**src/rtl/lsu_ctrl.sv**
```systemverilog
// Load/store unit controller: issues one data-memory access per instruction,
// aligns store lanes, extends load data and reports misalignment and bus timeouts.
module lsu_ctrl #(
   parameter int unsigned TIMEOUT_CYCLES = 16
) (
   input  logic        clk,
   input  logic        rst_n,
   input  logic        req_valid,
   input  logic        req_we,
   input  logic [2:0]  funct3,
   input  logic [31:0] addr,
   input  logic [31:0] wdata,
   output logic        stall,
   output logic        mem_req,
   output logic        mem_we,
   output logic [31:0] mem_addr,
   output logic [3:0]  mem_be,
   output logic [31:0] mem_wdata,
   input  logic        mem_ready,
   input  logic [31:0] mem_rdata,
   output logic [31:0] rd_data,
   output logic        rd_valid,
   output logic        misalign,
   output logic        bus_err,
   output logic [1:0]  state_dbg
);

   typedef enum logic [1:0] {
      IDLE = 2'd0,
      REQ  = 2'd1,
      RESP = 2'd2
   } state_e;

   state_e      state, state_nxt;
   logic        lat_we;
   logic [2:0]  lat_f3;
   logic [31:0] lat_addr, lat_wdata;
   logic [7:0]  wait_cnt;
   logic        fault_q, err_q, ok_q;
   logic [31:0] rd_data_q;

   logic        req_fault, timeout;
   logic [3:0]  be_lanes;
   logic [31:0] wdata_lanes, load_ext;
   logic [7:0]  byte_sel;
   logic [15:0] half_sel;

   // Handshake: mem_req/mem_we/mem_addr/mem_be/mem_wdata are held stable from the
   // first REQ cycle until the cycle mem_ready is sampled high (or timeout fires).
   assign req_fault = (funct3 == 3'b011) || (funct3[2:1] == 2'b11)
                    || ((funct3[1:0] == 2'b01) && addr[0])
                    || ((funct3[1:0] == 2'b10) && (addr[1:0] != 2'b00));
   assign timeout   = (wait_cnt == 8'(TIMEOUT_CYCLES - 1));

   always_comb begin
      state_nxt = state;
      case (state)
         IDLE:    if (req_valid) state_nxt = req_fault ? RESP : REQ;
         REQ:     if (mem_ready || timeout) state_nxt = RESP;
         RESP:    state_nxt = IDLE;
         default: state_nxt = IDLE;
      endcase
   end

   always_comb begin
      be_lanes    = 4'b1111;
      wdata_lanes = lat_wdata;
      case (lat_f3[1:0])
         2'b00: begin
            be_lanes    = 4'b0001 << lat_addr[1:0];
            wdata_lanes = {4{lat_wdata[7:0]}};
         end
         2'b01: begin
            be_lanes    = lat_addr[1] ? 4'b1100 : 4'b0011;
            wdata_lanes = {2{lat_wdata[15:0]}};
         end
         default: ;
      endcase
   end

   always_comb begin
      byte_sel = mem_rdata[{lat_addr[1:0], 3'b000} +: 8];
      half_sel = lat_addr[1] ? mem_rdata[31:16] : mem_rdata[15:0];
      case (lat_f3)
         3'b000:  load_ext = {{24{byte_sel[7]}}, byte_sel};
         3'b001:  load_ext = {{16{half_sel[15]}}, half_sel};
         3'b100:  load_ext = {24'd0, byte_sel};
         3'b101:  load_ext = {16'd0, half_sel};
         default: load_ext = mem_rdata;
      endcase
   end

   always_ff @(posedge clk) begin
      if (!rst_n) begin
         state     <= IDLE;
         lat_we    <= 1'b0;
         lat_f3    <= 3'd0;
         lat_addr  <= 32'd0;
         lat_wdata <= 32'd0;
         wait_cnt  <= 8'd0;
         fault_q   <= 1'b0;
         err_q     <= 1'b0;
         ok_q      <= 1'b0;
         rd_data_q <= 32'd0;
      end else begin
         state <= state_nxt;
         case (state)
            IDLE: if (req_valid) begin
               lat_we    <= req_we;
               lat_f3    <= funct3;
               lat_addr  <= addr;
               lat_wdata <= wdata;
               wait_cnt  <= 8'd0;
               fault_q   <= req_fault;
               err_q     <= 1'b0;
               ok_q      <= 1'b0;
            end
            REQ: begin
               // A late mem_ready on the timeout cycle still completes the access.
               if (mem_ready) begin
                  ok_q <= !lat_we;
                  if (!lat_we) rd_data_q <= load_ext;
               end else if (timeout) begin
                  err_q     <= 1'b1;
                  rd_data_q <= 32'd0;
               end else begin
                  wait_cnt <= wait_cnt + 8'd1;
               end
            end
            RESP: begin
               fault_q <= 1'b0;
               err_q   <= 1'b0;
               ok_q    <= 1'b0;
            end
            default: ;
         endcase
      end
   end

   assign mem_req   = (state == REQ);
   assign mem_we    = mem_req && lat_we;
   assign mem_addr  = {lat_addr[31:2], 2'b00};
   assign mem_be    = mem_req ? be_lanes : 4'b0000;
   assign mem_wdata = mem_we ? wdata_lanes : 32'd0;
   assign stall     = rst_n && ((state == IDLE) ? req_valid : (state == REQ));
   assign rd_data   = rd_data_q;
   assign rd_valid  = (state == RESP) && ok_q;
   assign misalign  = (state == RESP) && fault_q;
   assign bus_err   = (state == RESP) && err_q;
   assign state_dbg = state;

endmodule

```
**config.mk**
```make
export PLATFORM = sky130hd
export DESIGN_NAME = lsu_ctrl
export DESIGN_NICKNAME = d
export VERILOG_FILES = /design/src/rtl/lsu_ctrl.sv
export SDC_FILE = /design/constraint.sdc
export NUM_CORES = 1
export LEC_CHECK = 0
export CORE_ASPECT_RATIO = 0.6
export CORE_MARGIN = 2
export CORE_UTILIZATION = 49
export CTS_BUF_LIST = sky130_fd_sc_hd__clkbuf_4
export DETAILED_ROUTE_END_ITERATION = 12
export PLACE_DENSITY = 0.94
export SLEW_MARGIN = 10
export SYNTH_ARGS = -nofsm -noshare
export SYNTH_HDL_FRONTEND = slang
export SYNTH_SLANG_ARGS = --single-unit
```
**constraint.sdc**
```tcl
create_clock -name clk -period 2.6 [get_ports clk]
set_input_delay 0.52 -clock clk [delete_from_list [all_inputs] [get_ports clk]]
set_output_delay 0.52 -clock clk [all_outputs]
set_load 0.02 [all_outputs]
```
==> results of run 1 <==
[metal layers]
| metal | part of all wire, % | vias to the layer above | GRT usage, % |
|---|---|---|---|
| met5 | 0 | - | 0 |
| met4 | 1.6 | 0 | 9.73 |
| met3 | 9.0 | 31 | 6.25 |
| met2 | 46 | 298 | 47.5 |
| met1 | 43 | 2611 | 37.7 |
| li1 | - | 2618 | - |
[cells by family (layout without fill, tap and decap cells)]
| group | count (synthesis) | after routing | synth area share, % |
|---|---|---|---|
| buffers and inverters | 94 | 272 | 9.09 |
| other | 1 | 2 | 0.0686 |
| adder cells (fa/ha/maj) | 1 | 1 | 0.229 |
| AO/OA/AOI/OAI | 179 | 179 | 23.8 |
| AND/OR/NAND/NOR | 257 | 257 | 20.5 |
| multiplexers | 25 | 25 | 4.60 |
| flip-flops | 113 | 113 | 41.4 |
| XOR/XNOR | 2 | 2 | 0.320 |
[what timing repair did]
action	4_1_cts	5_1_grt
cloned	0	0
gates resized for setup	41	19
endpoints found under the setup margin	38	15
[power groups by stage]
| stage | sequential [mW] | combinational [mW] | clock [mW] |
|---|---|---|---|
| 2_1_floorplan | 1.92 | 0.443 | 0 |
| 3_5_place_dp | 1.93 | 0.794 | 0 |
| 4_1_cts | 1.89 | 0.798 | 1.36 |
| 5_1_grt | 1.90 | 0.866 | 1.44 |
| 6_report | 1.89 | 0.805 | 1.36 |
| 3_3_place_gp | 1.92 | 0.776 | 0 |
[state kept, by name (all words and copies together), names as in the netlist]
signal and cells:
state_dbg 2, ok_q 1, wait_cnt 8, lat_addr 32, lat_we 1, rd_data 32, err_q 1, lat_f3 3
lat_wdata 32, fault_q 1
[layout by cell type, fill, tap and decap left out, types with 5 or more instances in the layout]
cell type          n
nand2_1          171
clkdlybuf4s50_1  169
dfxtp_1          113
a21boi_0          70
nor2_1            39
a21oi_1           34
mux2i_1           24
dlygate4sd2_1     24
buf_4             20
clkbuf_4          19
a221o_1           16
o21ai_0           13
and3_1            12
inv_1             11
or3_1             10
o22ai_1            9
o2bb2ai_1          8
a22o_1             8
a2bb2oi_1          7
clkdlybuf4s15_1    7
clkbuf_2           6
nand3_1            5
clkinv_2           5
[final timing paths]
check	depth (start not counted)	to	from	slack, ps
worst max register to register	4	rd_data[19]$_SDFFE_PN0P_	lat_addr[1]$_SDFFE_PN0P_	580
worst min register to register	2	lat_addr[22]$_SDFFE_PN0P_	lat_addr[22]$_SDFFE_PN0P_	470
worst max-delay path	7	mem_wdata[29]	state_dbg[1]$_SDFFE_PN0P_	100
worst min-delay path	2	lat_addr[22]$_SDFFE_PN0P_	lat_addr[22]$_SDFFE_PN0P_	470
[critical path: cells and delay by family, from the launching register on]
family                 cells  cell delay [ps]
buffers and inverters      4              780
and+or+nand+nor            3              360
DFF                        1              340
[cell type report]
class                   instances  area, um2
inverters                      11       41.3
repair buffers                230       2200
well taps                     139        174
flip-flops and latches        113       2260
clock buffers                  19        143
multi-input cells             466       2720
clock inverters                12        143
fillers                       809       3020
==> metrics.md, run 1 <==
| Metric | Value |
|---|---|
| CTS Root Cell | clkbuf_4 |
| CTS tree | yes |
| Max Slew Vio Count | 0 |
| P per Cell Area | 527 nW/um2 |
| Clock transition at the registers of the reported paths | 100 ps |
| Final wirelength | 17.2 mm |
| GRT Total Usage | 28.7% |
| Status | completed |
| Max Cap Viol | 0 |
| Pleak | 3.05 nW |
| Period utilization | 96.1% |
| Grt ovf | 0 |
| Die H | 85.8 um |
| Core area | 10700 um2 |
| Worst-Skew Late Latency | 510 ps |
| Distinct cells, synth | 46 |
| Relative slew slack | 53.2% |
| Die width | 140 um |
| EDFF count, synth | 0 |
| Initial antenna violation count | 0 |
| Nets | 944 |
| First-pass GRT wire length | 27.4 mm |
| H-tree levels | 4 |
| Routability congestion estimate from global placement | 0.885 |
| Post-synthesis instance total | 672 |
| Max VDD drop | 295 uV |
| Drt pass-1 iters | 5 |
| Clk_skew | 18.6 ps |
| Share of cells above drive strength 1 | 8.11% |
| Main synth FF type | dfxtp_1 |
| CP cell instances | inv_1 -> nand2_2 -> inv_1 -> nand2_1 -> buf_4 -> nor2_1 -> dlygate4sd2_1 |
| Die area | 12000 um2 |
| Yosys warns | 0 |
| Seq pwr share | 46.7% |
| Dpl cell area | 7450 um2 |
| Fin util | 71.8% |
| Portion of total power attributed to the clock network | 33.4% |
| Post-DP HPWL | 12.6 mm |
| Slowest cell on crit path | dfxtp_1 |
| DRT iter0 DRCs | 422 |
| Top post-synthesis cells by area | dfxtp_1 41%, nand2_1 12%, a21boi_0 9.6% |
| Total number of vias | 5558 |
| RSZ-0062 raised after global routing | false |
| Starting Density | 51.1% |
| Worst Setup End Kind | output pin |
| Clock Path Buffers | 2 |
| Fraction of registers with async set/reset | 0% |
| Setup Buffers After CTS | 0 |
| Switching share of total power | 28.9% |
| Worst EP arrival | 1980 ps |
| Diodes inserted | 0 |
| Hold WC Path Type | reg2reg |
| Count leader, synth | nand2_1 |
| Inst Count DP | 959 |
| F_max | 0.400 GHz |
| Core Rows | 29 |
| Fin cells | 990 |
| Largest net degree at the start of global routing | 80 |
| Cell type with the largest total area after synthesis | dfxtp_1 |
| Part of the Yosys area used for sequential elements | 41.4% |
| Setup CP Type | reg2out |
| CP Launch Type | flop |
| Final setup margin | 100 ps |
| Per-cell routed wire length | 17.4 um |
| Final Cell Area | 7690 um2 |
| Net Switching | 1.17 mW |
| Ports | 212 |
| ANT nets after route | 0 |
| Yosys top cell area share | 41.4% |
| Hold Vio Cnt, Final | 0 |
| Register bit total from synthesis | 113 |
| Total power | 4.05 mW |
| Worst slew pin tran | 700 ps |
| Setup Viol. Count Final | 0 |
| CTS buffer count | 17 |
| Cts hold-fix bufs | 0 |
| WHS | 466 ps |
| Setup Total Neg Slack | 0 ps |
| Combinational share of power | 19.9% |
| Max stage delay on crit path | 340 ps |
| Min cycle time layout | 2500 ps |
| Internal Pwr Total | 2.88 mW |
| WP data required | 2080 ps |
| Cell mode on critical path | inv_1 |
| # port buffers | 209 |
| Mean Syn Cell Area | 8.13 um2 |
| Area growth from synthesis to layout | 40.6% |
| Dpl ws | 151 ps |
| Residual DRC | 0 |
| Vias per cell | 5.61 |
| Crit-path max FO | 25 |
| Synthesized area | 5470 um2 |
| Synth cell count leaders | 172 x nand2_1, 113 x dfxtp_1, 70 x a21boi_0 |
| CTS sink count | 113 |
| Vias in the first global route | 5405 |
Power figures use the tool's default switching activity.
==> inputs of run 2 (changes only) <==
SETUP_SLACK_MARGIN = 0.4   (was not set)
==> metrics.md, run 2 (same netlist as run 1, synthesis figures left out) <==
| Metric | Value |
|---|---|
| Status | completed |
| H-tree levels | 4 (unchanged) |
| Hold Vio Cnt, Final | 0 (unchanged) |
| Max VDD drop | 290 uV (-1.6%) |
| CTS Root Cell | clkbuf_4 |
| # port buffers | 209 (unchanged) |
| CTS buffer count | 17 (unchanged) |
| Initial antenna violation count | 0 (unchanged) |
| Worst Setup End Kind | output pin |
| Cells on Worst Hold Path | 2 (unchanged) |
| Vias in the first global route | 5429 (+0.44%) |
| Final setup margin | 351 ps (+251 ps) |
| Most common cell after layout, fill and taps aside | nand2_1 |
| F_max | 0.445 GHz (+11%) |
| Portion of total power attributed to the clock network | 32.9% (-0.5 points) |
| Clk_skew | 19.3 ps (+0.690 ps) |
| Reg2reg path depth | 4 (unchanged) |
| Setup CP Type | reg2out |
| Commonest non-fill, non-tap cells in the layout | 165 x nand2_1, 164 x clkdlybuf4s50_1, 109 x dfxtp_1 |
| Number of fillers in the final layout | 751 (-7.2%) |
| Worst hold start | lat_addr[22]$_SDFFE_PN0P_ |
| Setup slack, reg-to-reg | 590 ps (about the same) |
| ANT nets after route | 0 (unchanged) |
| Switching share of total power | 29.3% (+0.44 points) |
| Ports | 212 (unchanged) |
| WL met1 | 7.69 mm (+4.0%) |
| Worst slew pin tran | 696 ps (-3.94 ps) |
| Max stage delay on crit path | 390 ps (+50 ps) |
| DR WL met3 | 1.70 mm (+9.9%) |
| Cell mode on critical path | nor2_1 |
| Worst EP arrival | 1730 ps (-250 ps) |
| Area growth from synthesis to layout | 45.6% |
| Period utilization | 86.5% (-9.7 points) |
| Worst-Skew Late Latency | 520 ps (about the same) |
| Slowest cell on crit path | dfxtp_4 |
| Crit-path max FO | 8 (-68%) |
| Drt pass-1 iters | 5 (unchanged) |
| Seq pwr share | 45.9% (-0.8 points) |
| WHS Endpoint | lat_addr[22]$_SDFFE_PN0P_ |
| Per-cell routed wire length | 18.2 um (+4.6%) |
| Share of cells above drive strength 1 | 17.6% (+9.5 points) |
| Reg2reg end | rd_data[24]$_SDFFE_PN0P_ |
| Routability congestion estimate from global placement | 0.885 (unchanged) |
| Internal Pwr Total | 2.92 mW (+1.4%) |
| GRT Total Usage | 29.1% (+0.38 points) |
| Clock transition at the registers of the reported paths | 100 ps (about the same) |
| Max Cap Viol | 0 (unchanged) |
| Vias per cell | 5.72 (+1.9%) |
| Total number of vias | 5742 (+3.3%) |
| First-pass GRT wire length | 27.8 mm (+1.5%) |
| Final wirelength | 18.3 mm (+6.1%) |
| Cts hold-fix bufs | 0 (unchanged) |
| Max Slew Vio Count | 0 (unchanged) |
| Top layer in use | met4 |
| CTS tree | yes |
| Starting Density | 51.1% (unchanged) |
| Worst r2r src | lat_addr[1]$_SDFFE_PN0P_ |
| Core Rows | 29 (unchanged) |
| Pleak | 3.13 nW (+2.7%) |
| CP cell instances | buf_8 -> mux2i_1 -> nor2_1 -> a21oi_1 -> nor2_1 -> buf_2 |
| Nets | 958 (+1.5%) |
| Min cycle time layout | 2250 ps (-251 ps) |
| Grt ovf | 0 (unchanged) |
| Setup Viol. Count Final | 0 (unchanged) |
| Core area | 10700 um2 (unchanged) |
| Met2 routed WL | 8.53 mm (+6.5%) |
| Die H | 85.8 um (unchanged) |
| Largest net degree at the start of global routing | 80 (unchanged) |
| P per Cell Area | 519 nW/um2 (-1.4%) |
| Setup Total Neg Slack | 0 ps (unchanged) |
| RSZ-0062 raised after global routing | true |
| Residual DRC | 0 (unchanged) |
| Relative slew slack | 53.5% (+0.26 points) |
| Net Switching | 1.21 mW (+3.6%) |
| DRT iter0 DRCs | 504 (+19%) |
| Diodes inserted | 0 (unchanged) |
| Hold WC Path Type | reg2reg |
| Post-DP HPWL | 12.6 mm (unchanged) |
| Combinational share of power | 21.2% (+1.3 points) |
| CTS sink count | 113 (unchanged) |
| Die width | 140 um (unchanged) |
| CP Launch Type | flop |
| WP data required | 2080 ps (about the same) |
| Clock Path Buffers | 2 (unchanged) |
| Die area | 12000 um2 (unchanged) |
| Dpl ws | 151 ps (unchanged) |
[run 2: area by class of cell]
| type | count | area [um2] | share of cell area, % |
|---|---|---|---|
| repair buffers | 244 | 2340 | 29.3 |
| clock inverters | 12 | 143 | 1.79 |
| inverters | 11 | 46.3 | 0.582 |
| clock buffers | 19 | 143 | 1.79 |
| flip-flops and latches | 113 | 2270 | 28.5 |
| multi-input cells | 466 | 2850 | 35.8 |
| well taps | 139 | 174 | 2.18 |
[run 2: power by group through the flow]
| stage | combinational [mW] | clock [mW] | sequential (mW) |
|---|---|---|---|
| floorplan | 0.443 | 0 | 1.92 |
| global placement | 0.776 | 0 | 1.92 |
| CTS | 0.809 | 1.36 | 1.89 |
| detailed placement | 0.794 | 0 | 1.93 |
| finish | 0.876 | 1.36 | 1.90 |
| global route | 0.934 | 1.44 | 1.91 |
[run 2: repair_timing]
item / in CTS / in global routing
setup buffers: 4 / 7
pin swaps: 1 / 12
cloned: 0 / 3
setup endpoints to repair: 43 / 42
resized for setup: 183 / 72
[run 2: metrics by stage]
step	std cells	hold WS [ps]	power (mW)	utilization [%]	instance area (um2)
2_1_floorplan	673	431	2.37	-	5470
3_3_place_gp	959	448	2.70	69.6	7450
3_5_place_dp	959	455	2.72	69.6	7450
4_1_cts	994	452	4.06	71.6	7660
5_1_grt	1004	491	4.28	74.4	7960
6_report	1004	466	4.13	74.4	7960
[run 2: worst max-delay path, delay by kind of cell (launching register included)]
| kind | cells | cell delay (ps) |
|---|---|---|
| simple gates | 2 | 120 |
| flops | 1 | 390 |
| mux | 1 | 270 |
| buf+inv | 2 | 280 |
| compound gates | 1 | 140 |
[run 2: how the worst max path moves through the flow]
stage               slack [ps]            end                 startpoint
finish                     350  mem_wdata[30]     lat_f3[0]$_SDFFE_PN0P_
global route               230  mem_wdata[30]     lat_f3[0]$_SDFFE_PN0P_
CTS                        230  mem_wdata[10]     lat_f3[1]$_SDFFE_PN0P_
detailed placement         150          stall                  req_valid
global placement           170          stall                  req_valid
floorplan                  520  mem_wdata[13]  state_dbg[1]$_SDFFE_PN0P_
[run 2: per-layer routing]
layer  track usage (%)  up-vias
li1                  -     2639
met1              38.8     2729
met2              48.0      343
met3              5.92       31
met4              9.37        0
met5                 0        -
